**src/rtl/load_store_unit_pkg.sv**
```systemverilog
// Shared types and constants for the load/store unit.
// Contents: access size and FSM state enums, fault codes, geometry constants,
// and size_bytes(), which maps an access size to its byte count.
package lsu_pkg;

    localparam int DATA_W    = 64;
    localparam int OFFSET_W  = 9;
    localparam int MEM_BYTES = 88;

    typedef enum logic [1:0] {
        WORD   = 2'b00,
        HALF   = 2'b01,
        BYTE   = 2'b10,
        DOUBLE = 2'b11
    } size_e;

    typedef enum logic [1:0] {
        IDLE    = 2'b00,
        ACCESS  = 2'b01,
        CAPTURE = 2'b10,
        RESP    = 2'b11
    } state_e;

    localparam logic [1:0] FAULT_NONE     = 2'b00;
    localparam logic [1:0] FAULT_MISALIGN = 2'b01;
    localparam logic [1:0] FAULT_RANGE    = 2'b10;

    function automatic logic [3:0] size_bytes(input size_e size);
        logic [3:0] n;
        case (size)
            BYTE:    n = 4'd1;
            HALF:    n = 4'd2;
            WORD:    n = 4'd4;
            DOUBLE:  n = 4'd8;
            default: n = 4'd8;
        endcase
        return n;
    endfunction

endpackage

```
**src/rtl/load_store_unit_if.sv**
```systemverilog
// Bundle of the pipeline request/response handshake and the data-memory bus.
// slave  : the load/store unit (accepts requests, drives responses and memory strobes)
// master : the pipeline plus memory side (drives requests, resp_ready and mem_rdata)
interface load_store_unit_if;
    import lsu_pkg::*;

    logic                req_valid;
    logic                req_ready;
    logic                req_is_store;
    size_e               req_size;
    logic                req_signed;
    logic [DATA_W-1:0]   req_base;
    logic [OFFSET_W-1:0] req_offset;
    logic [DATA_W-1:0]   req_wdata;

    logic                resp_valid;
    logic                resp_ready;
    logic [DATA_W-1:0]   resp_data;
    logic                resp_fault;
    logic [1:0]          resp_fault_code;

    logic                mem_write;
    logic                mem_read;
    size_e               mem_size_select;
    logic [DATA_W-1:0]   mem_address;
    logic [DATA_W-1:0]   mem_wdata;
    logic [DATA_W-1:0]   mem_rdata;

    modport slave (
        input  req_valid, req_is_store, req_size, req_signed, req_base, req_offset, req_wdata,
        output req_ready,
        output resp_valid, resp_data, resp_fault, resp_fault_code,
        input  resp_ready,
        output mem_write, mem_read, mem_size_select, mem_address, mem_wdata,
        input  mem_rdata
    );

    modport master (
        output req_valid, req_is_store, req_size, req_signed, req_base, req_offset, req_wdata,
        input  req_ready,
        input  resp_valid, resp_data, resp_fault, resp_fault_code,
        output resp_ready,
        input  mem_write, mem_read, mem_size_select, mem_address, mem_wdata,
        output mem_rdata
    );

endinterface

```
**src/rtl/load_store_unit_load_extend.sv**
```systemverilog
// Combinational size mask and extension.
// Ports: size (access size), is_signed (sign-extend from the top bit of the
// selected size), raw (input data), ext (masked/extended result).
// With is_signed = 0 it doubles as the store-data masker.
module load_extend
    import lsu_pkg::*;
(
    input  size_e             size,
    input  logic              is_signed,
    input  logic [DATA_W-1:0] raw,
    output logic [DATA_W-1:0] ext
);

    // Select the low bytes for the size and fill the upper bits.
    always_comb begin
        ext = '0;
        case (size)
            BYTE:    ext = {{56{is_signed & raw[7]}},  raw[7:0]};
            HALF:    ext = {{48{is_signed & raw[15]}}, raw[15:0]};
            WORD:    ext = {{32{is_signed & raw[31]}}, raw[31:0]};
            DOUBLE:  ext = raw;
            default: ext = raw;
        endcase
    end

endmodule

```
**src/rtl/load_store_unit.sv**
```systemverilog
// Load/store unit: accepts one request at a time, computes base + sext(offset),
// checks alignment and bounds, performs a single memory access, and returns
// the extended load data or a fault code.
// Ports: clk (rising edge), reset (synchronous, active high),
//        bus (load_store_unit_if.slave: request, response and memory bus).
module load_store_unit
    import lsu_pkg::*;
(
    input  logic              clk,
    input  logic              reset,
    load_store_unit_if.slave  bus
);

    state_e            state_r;
    state_e            state_next_s;
    logic              is_store_r;
    logic              signed_r;
    size_e             size_r;
    logic [DATA_W-1:0] addr_r;
    logic [DATA_W-1:0] wdata_r;
    logic [DATA_W-1:0] resp_data_r;
    logic [1:0]        fault_code_r;

    logic [DATA_W-1:0] ea_s;
    logic [DATA_W:0]   ea_end_s;
    logic              misalign_s;
    logic              range_s;
    logic [1:0]        fault_s;
    logic [DATA_W-1:0] wdata_mask_s;
    logic [DATA_W-1:0] load_ext_s;
    logic              resp_valid_s;

    // Effective address and legality of the request currently presented.
    always_comb begin
        ea_s = bus.req_base
             + {{(DATA_W-OFFSET_W){bus.req_offset[OFFSET_W-1]}}, bus.req_offset};
        // One extra bit so an address near 2^64 cannot wrap back into range.
        ea_end_s = {1'b0, ea_s} + {61'b0, size_bytes(bus.req_size)};
        case (bus.req_size)
            BYTE:    misalign_s = 1'b0;
            HALF:    misalign_s = ea_s[0];
            WORD:    misalign_s = |ea_s[1:0];
            DOUBLE:  misalign_s = |ea_s[2:0];
            default: misalign_s = 1'b0;
        endcase
        range_s = (ea_end_s > 65'(MEM_BYTES));
        if (misalign_s) begin
            fault_s = FAULT_MISALIGN;
        end else if (range_s) begin
            fault_s = FAULT_RANGE;
        end else begin
            fault_s = FAULT_NONE;
        end
    end

    load_extend u_wdata_mask (
        .size      (bus.req_size),
        .is_signed (1'b0),
        .raw       (bus.req_wdata),
        .ext       (wdata_mask_s)
    );

    load_extend u_load_ext (
        .size      (size_r),
        .is_signed (signed_r),
        .raw       (bus.mem_rdata),
        .ext       (load_ext_s)
    );

    // FSM state register.
    always_ff @(posedge clk) begin
        if (reset) begin
            state_r <= IDLE;
        end else begin
            state_r <= state_next_s;
        end
    end

    // FSM next-state logic.
    always_comb begin
        state_next_s = state_r;
        case (state_r)
            IDLE: begin
                if (bus.req_valid) begin
                    state_next_s = (fault_s != FAULT_NONE) ? RESP : ACCESS;
                end else begin
                    state_next_s = IDLE;
                end
            end
            ACCESS:  state_next_s = is_store_r ? RESP : CAPTURE;
            CAPTURE: state_next_s = RESP;
            RESP: begin
                if (bus.resp_ready) begin
                    state_next_s = IDLE;
                end else begin
                    state_next_s = RESP;
                end
            end
            default: state_next_s = IDLE;
        endcase
    end

    // Request capture at accept and load-data capture one cycle after the read strobe.
    always_ff @(posedge clk) begin
        if (reset) begin
            is_store_r   <= 1'b0;
            signed_r     <= 1'b0;
            size_r       <= WORD;
            addr_r       <= '0;
            wdata_r      <= '0;
            resp_data_r  <= '0;
            fault_code_r <= FAULT_NONE;
        end else begin
            case (state_r)
                IDLE: begin
                    if (bus.req_valid) begin
                        is_store_r   <= bus.req_is_store;
                        signed_r     <= bus.req_signed;
                        size_r       <= bus.req_size;
                        addr_r       <= ea_s;
                        wdata_r      <= wdata_mask_s;
                        resp_data_r  <= '0;
                        fault_code_r <= fault_s;
                    end
                end
                CAPTURE: resp_data_r <= load_ext_s;
                default: ;
            endcase
        end
    end

    assign resp_valid_s        = (state_r == RESP);
    assign bus.req_ready       = (state_r == IDLE);
    assign bus.resp_valid      = resp_valid_s;
    assign bus.resp_data       = resp_valid_s ? resp_data_r : '0;
    assign bus.resp_fault_code = resp_valid_s ? fault_code_r : FAULT_NONE;
    assign bus.resp_fault      = resp_valid_s && (fault_code_r != FAULT_NONE);

    // Strobes are gated by reset directly so nothing commits while reset is high.
    assign bus.mem_write       = (state_r == ACCESS) &&  is_store_r && !reset;
    assign bus.mem_read        = (state_r == ACCESS) && !is_store_r && !reset;
    assign bus.mem_size_select = size_r;
    assign bus.mem_address     = addr_r;
    assign bus.mem_wdata       = wdata_r;

endmodule

```
**src/flat_wrapper.sv**
```systemverilog
// flat-port wrapper written by rule: the top's interface ports become plain ports
module load_store_unit_flat import lsu_pkg::*;
  (clk, reset, bus_req_valid, bus_req_is_store, bus_req_size, bus_req_signed, bus_req_base, bus_req_offset, bus_req_wdata, bus_req_ready, bus_resp_valid, bus_resp_data, bus_resp_fault, bus_resp_fault_code, bus_resp_ready, bus_mem_write, bus_mem_read, bus_mem_size_select, bus_mem_address, bus_mem_wdata, bus_mem_rdata);
  load_store_unit_if bus_i ();
  input  logic clk;
  input  logic reset;
  input wire logic [$bits(bus_i.req_valid)-1:0] bus_req_valid;
  input wire logic [$bits(bus_i.req_is_store)-1:0] bus_req_is_store;
  input wire logic [$bits(bus_i.req_size)-1:0] bus_req_size;
  input wire logic [$bits(bus_i.req_signed)-1:0] bus_req_signed;
  input wire logic [$bits(bus_i.req_base)-1:0] bus_req_base;
  input wire logic [$bits(bus_i.req_offset)-1:0] bus_req_offset;
  input wire logic [$bits(bus_i.req_wdata)-1:0] bus_req_wdata;
  output wire logic [$bits(bus_i.req_ready)-1:0] bus_req_ready;
  output wire logic [$bits(bus_i.resp_valid)-1:0] bus_resp_valid;
  output wire logic [$bits(bus_i.resp_data)-1:0] bus_resp_data;
  output wire logic [$bits(bus_i.resp_fault)-1:0] bus_resp_fault;
  output wire logic [$bits(bus_i.resp_fault_code)-1:0] bus_resp_fault_code;
  input wire logic [$bits(bus_i.resp_ready)-1:0] bus_resp_ready;
  output wire logic [$bits(bus_i.mem_write)-1:0] bus_mem_write;
  output wire logic [$bits(bus_i.mem_read)-1:0] bus_mem_read;
  output wire logic [$bits(bus_i.mem_size_select)-1:0] bus_mem_size_select;
  output wire logic [$bits(bus_i.mem_address)-1:0] bus_mem_address;
  output wire logic [$bits(bus_i.mem_wdata)-1:0] bus_mem_wdata;
  input wire logic [$bits(bus_i.mem_rdata)-1:0] bus_mem_rdata;
  assign bus_i.req_valid = bus_req_valid;
  assign bus_i.req_is_store = bus_req_is_store;
  assign bus_i.req_size = bus_req_size;
  assign bus_i.req_signed = bus_req_signed;
  assign bus_i.req_base = bus_req_base;
  assign bus_i.req_offset = bus_req_offset;
  assign bus_i.req_wdata = bus_req_wdata;
  assign bus_req_ready = bus_i.req_ready;
  assign bus_resp_valid = bus_i.resp_valid;
  assign bus_resp_data = bus_i.resp_data;
  assign bus_resp_fault = bus_i.resp_fault;
  assign bus_resp_fault_code = bus_i.resp_fault_code;
  assign bus_i.resp_ready = bus_resp_ready;
  assign bus_mem_write = bus_i.mem_write;
  assign bus_mem_read = bus_i.mem_read;
  assign bus_mem_size_select = bus_i.mem_size_select;
  assign bus_mem_address = bus_i.mem_address;
  assign bus_mem_wdata = bus_i.mem_wdata;
  assign bus_i.mem_rdata = bus_mem_rdata;
  load_store_unit u_core (.clk(clk), .reset(reset), .bus(bus_i));
endmodule
```
**config.mk**
```make
export PLATFORM = sky130hd
export DESIGN_NAME = load_store_unit_flat
export DESIGN_NICKNAME = d
export VERILOG_FILES = /design/src/rtl/load_store_unit_pkg.sv /design/src/rtl/load_store_unit_if.sv /design/src/rtl/load_store_unit_load_extend.sv /design/src/rtl/load_store_unit.sv /design/src/flat_wrapper.sv
export SDC_FILE = /design/constraint.sdc
export NUM_CORES = 1
export LEC_CHECK = 0
export CAP_MARGIN = 20
export CELL_PAD_IN_SITES_DETAIL_PLACEMENT = 1
export CELL_PAD_IN_SITES_GLOBAL_PLACEMENT = 1
export CORE_UTILIZATION = 37
export CTS_CLUSTER_SIZE = 14
export DETAILED_ROUTE_END_ITERATION = 10
export GPL_TIMING_DRIVEN = 1
export PLACE_DENSITY = 0.86
export SKIP_CTS_REPAIR_TIMING = 1
export SLEW_MARGIN = 20
export SYNTH_ARGS = -nofsm -noshare
export SYNTH_HDL_FRONTEND = slang
export SYNTH_SLANG_ARGS = --single-unit
```
**constraint.sdc**
```tcl
create_clock -name clk -period 13.4 [get_ports clk]
set_clock_uncertainty 0.15 [all_clocks]
set_input_delay 2.68 -clock clk [delete_from_list [all_inputs] [get_ports clk]]
set_output_delay 2.68 -clock clk [all_outputs]
set_load 0.005 [all_outputs]
```
==> results.py <==
metrics = {
    "outcome": {
        "outcome": "finished clean",
    },
    "finish": {
        "finish.utilization": 0.510,
        "fin_nets": 2545,
        "final_cell_mix": "clkdlybuf4s50_1, a21oi_1, nand2_1, nor2_1, dfxtp_1",
        "drive_gt1_frac": 0.0395,
        "syn2layout_area_growth_pct": 35.0,
        "mostFrequentLayoutCell": "clkdlybuf4s50_1",
    },
    "pwr": {
        "powerDensity_nw_per_um2": 99.8,
        "p_int_mw": 1.17,
        "p_sw_mw": 0.705,
        "ir_drop_mv": 0.0867,
        "switching_share": 0.375,
        "pwr-share-seq": 0.355,
        "p_leak_nw": 7.10,
        "p_comb_frac": 0.371,
        "pwr-share-clk": 0.274,
    },
    "setup_path": {
        "start_kind": "primary input",
        "max_stage_delay_ns": 0.69,
        "worst-setup-path-type": "primary input to register",
        "worstPathMaxFanout": 56,
        "worstSetupStartpoint": "bus_req_offset[8]",
        "path_cells": "buf_2 > buf_4 > ha_1 > a21oi_1 > o21ai_0 > a21o_1 > a211oi_1 > nor4b_1 > and4_1 > nor4b_2 > nand2b_1 > nor3_1 > mux2_2 > a211o_1 > nor4_2 > nand4_1 > o41ai_2 > a21oi_1",
        "arrival_ns": 8.49,
        "crit_slowest_cell": "nor4b_2",
        "rr_startpoint": "u_core.state_r[1]",
        "cp-end-kind": "register",
        "worst-path-buf-inv": 2,
        "crit_family": "simple AND/OR/NAND/NOR gates",
        "cpMostUsedCell": "a21oi_1",
        "cp.required_ns": 13.54,
    },
    "cts": {
        "cts_root_buffer": "clkbuf_16",
        "clk_pin_slew_ns": 0.07,
        "cts_buffers": 17,
        "insertion_delay_ns": 0.44,
        "cts_tree": "built",
        "clk_path_buf_depth": 2,
        "cts.sinks": 200,
        "htreeDepth": 4,
    },
    "timing": {
        "rsz0062_at_grt": "no",
        "final-setup-viol-count": 0,
        "setup_tns_ns": 0,
        "fin_crit_sh": 0.623,
        "hold_viol": 0,
        "worstMarginPinSlew_ns": 1.14,
        "max_freq_mhz": 120,
        "slew_viol_final": 0,
        "layout_min_cycle_time_ns": 8.34,
        "relSlewSlack": 0.223,
    },
    "logic_synthesis": {
        "syn_area_per_cell_sq_um": 7.10,
        "synth_seq_cells": 200,
        "synthTopCellsByArea": "dfxtp_1, a21oi_1, nand2_1, ha_1, nor2_1",
        "synthCells": 1964,
        "yosys.area.top_type": "dfxtp_1",
        "async_flop_share": 0,
        "synth_nets": 2242,
        "yosys.cell_types.count": 86,
        "synth_edf_count": 0,
        "netlist_area_sq_um": 13900,
        "seq_area_frac_synth": 0.287,
        "synth-main-ff-cell": "dfxtp_1",
        "synth_top_area_frac": 0.287,
        "yosysWarningCount": 0,
    },
    "detailed_routing": {
        "dr.pass1.iters": 5,
        "drt_iter0_drc": 1028,
        "routed_wl_um": 58700,
        "antenna_left": 0,
        "wl_per_cell_um": 21.1,
        "vias": 16100,
        "drc": 0,
        "vias_per_cell": 5.77,
    },
    "floorplan": {
        "rows": 70,
        "core-area_sq_um": 36900,
        "die_y_um": 196,
        "io_pins": 410,
        "die_w_um": 196,
        "initial_core_util": 0.378,
        "dieArea_sq_um": 38500,
    },
    "place": {
        "port_buffers": 409,
        "place.gp.congestion": 0.917,
        "post-dp-hpwl_um": 45400,
    },
    "global_route": {
        "grt_max_degree": 86,
        "grt_use_total": 0.296,
        "antenna_found_initial": 6,
        "grt_pass1_wl_um": 90200,
        "grt-ovfl-total": 0,
        "grt_pass1_vias": 16200,
    },
    "min_path": {
        "hold_start": "u_core.bus.mem_wdata[35]",
        "hp-class": "register to register",
    },
    "flow_run": {
        "max_cap_violations": 0,
    },
}
-- metal layers --
layer / wire [um] / global-route usage
met5: 13 / 0
met4: 2810 / 0.156
met3: 3170 / 0.0490
met2: 28200 / 0.506
met1: 24600 / 0.356
-- synthesized netlist by cell type, types with 7 or more instances --
library cell    n
inv_1          25
o21a_1         10
nor2_1        223
buf_2          10
o21ai_0        77
dfxtp_1       200
a22oi_1        20
nand2b_1        7
a21o_1         36
ha_1           67
a211oi_1       24
xnor2_1        37
nor2b_1        10
clkbuf_1      115
or3_1           9
a31oi_1        12
a21oi_1       310
nand2_1       294
a211o_1         7
o21ai_1        11
and3_1         77
nand4_1        40
and4_1         12
nor3_1         43
and2_1         18
nand3_1        75
nor4_1         16
xor2_1         17
o21bai_1       10
o211ai_1       14
-- tightest hold or removal path: cells and delay by family (launching register included) --
kind,cells,cell delay (ns)
flip-flops,1,0.31
AND/OR/NAND/NOR,1,0.05
AO/OA/AOI/OAI,1,0.05
-- final timing paths --
kind                              endpoint  slack [ns]  cells past startpoint
hold / removal    u_core.bus.mem_wdata[35]        0.30                      2
setup / recovery         u_core.state_r[1]        5.06                     18
hold reg to reg   u_core.bus.mem_wdata[35]        0.30                      2
setup reg to reg  u_core.bus.mem_wdata[20]       10.18                      5
-- flip-flops by register name (all words and copies together) (netlist names) --
signal / count
u_core.bus.mem_address: 64
u_core.bus.mem_size_select: 2
u_core.bus.mem_wdata: 64
u_core.fault_code_r: 2
u_core.is_store_r: 1
u_core.resp_data_r: 64
u_core.signed_r: 1
u_core.state_r: 2
-- cell type report --
type	count	area [sq um]
clock inverter	13	136
multi-input combinational	1602	9310
inverter	25	93.8
timing repair buffer	421	4190
clock buffer	19	433
antenna	5	12.5
sequential	200	4010
fill	4635	18100
tap	504	631
-- stage by stage --
| stage | total power [mW] | worst slack [ns] | cell area [sq um] | hold slack, ns | std cells |
|---|---|---|---|---|---|
| 2_1_floorplan | 1.09 | 5.92 | 13900 | 0.277 | 1964 |
| 3_3_place_gp | 1.35 | 4.91 | 18200 | 0.284 | 2751 |
| 3_5_place_dp | 1.37 | 4.70 | 18200 | 0.293 | 2752 |
| 4_1_cts | 1.88 | 5.14 | 18800 | 0.302 | 2784 |
| 5_1_grt | 1.98 | 4.75 | 18800 | 0.322 | 2789 |
| 6_report | 1.88 | 5.06 | 18800 | 0.301 | 2789 |
-- power groups by stage --
stage	Combinational (mW)	Clock (mW)	Sequential (mW)
2_1_floorplan	0.419	0	0.668
3_3_place_gp	0.665	0	0.681
5_1_grt	0.759	0.544	0.673
4_1_cts	0.692	0.522	0.667
3_5_place_dp	0.687	0	0.681
6_report	0.697	0.514	0.668
-- kinds of logic after synthesis --
kind of cell	count (synthesis)	synth area share
and+or+nand+nor	865	0.297
AOI/OAI and AO/OA	603	0.264
DFF	200	0.287
buffers and inverters	162	0.0467
adders and majority gates	69	0.0630
xor gates and xnor gates	54	0.0339
muxes	11	0.00844
Power figures use the tool's default switching activity.
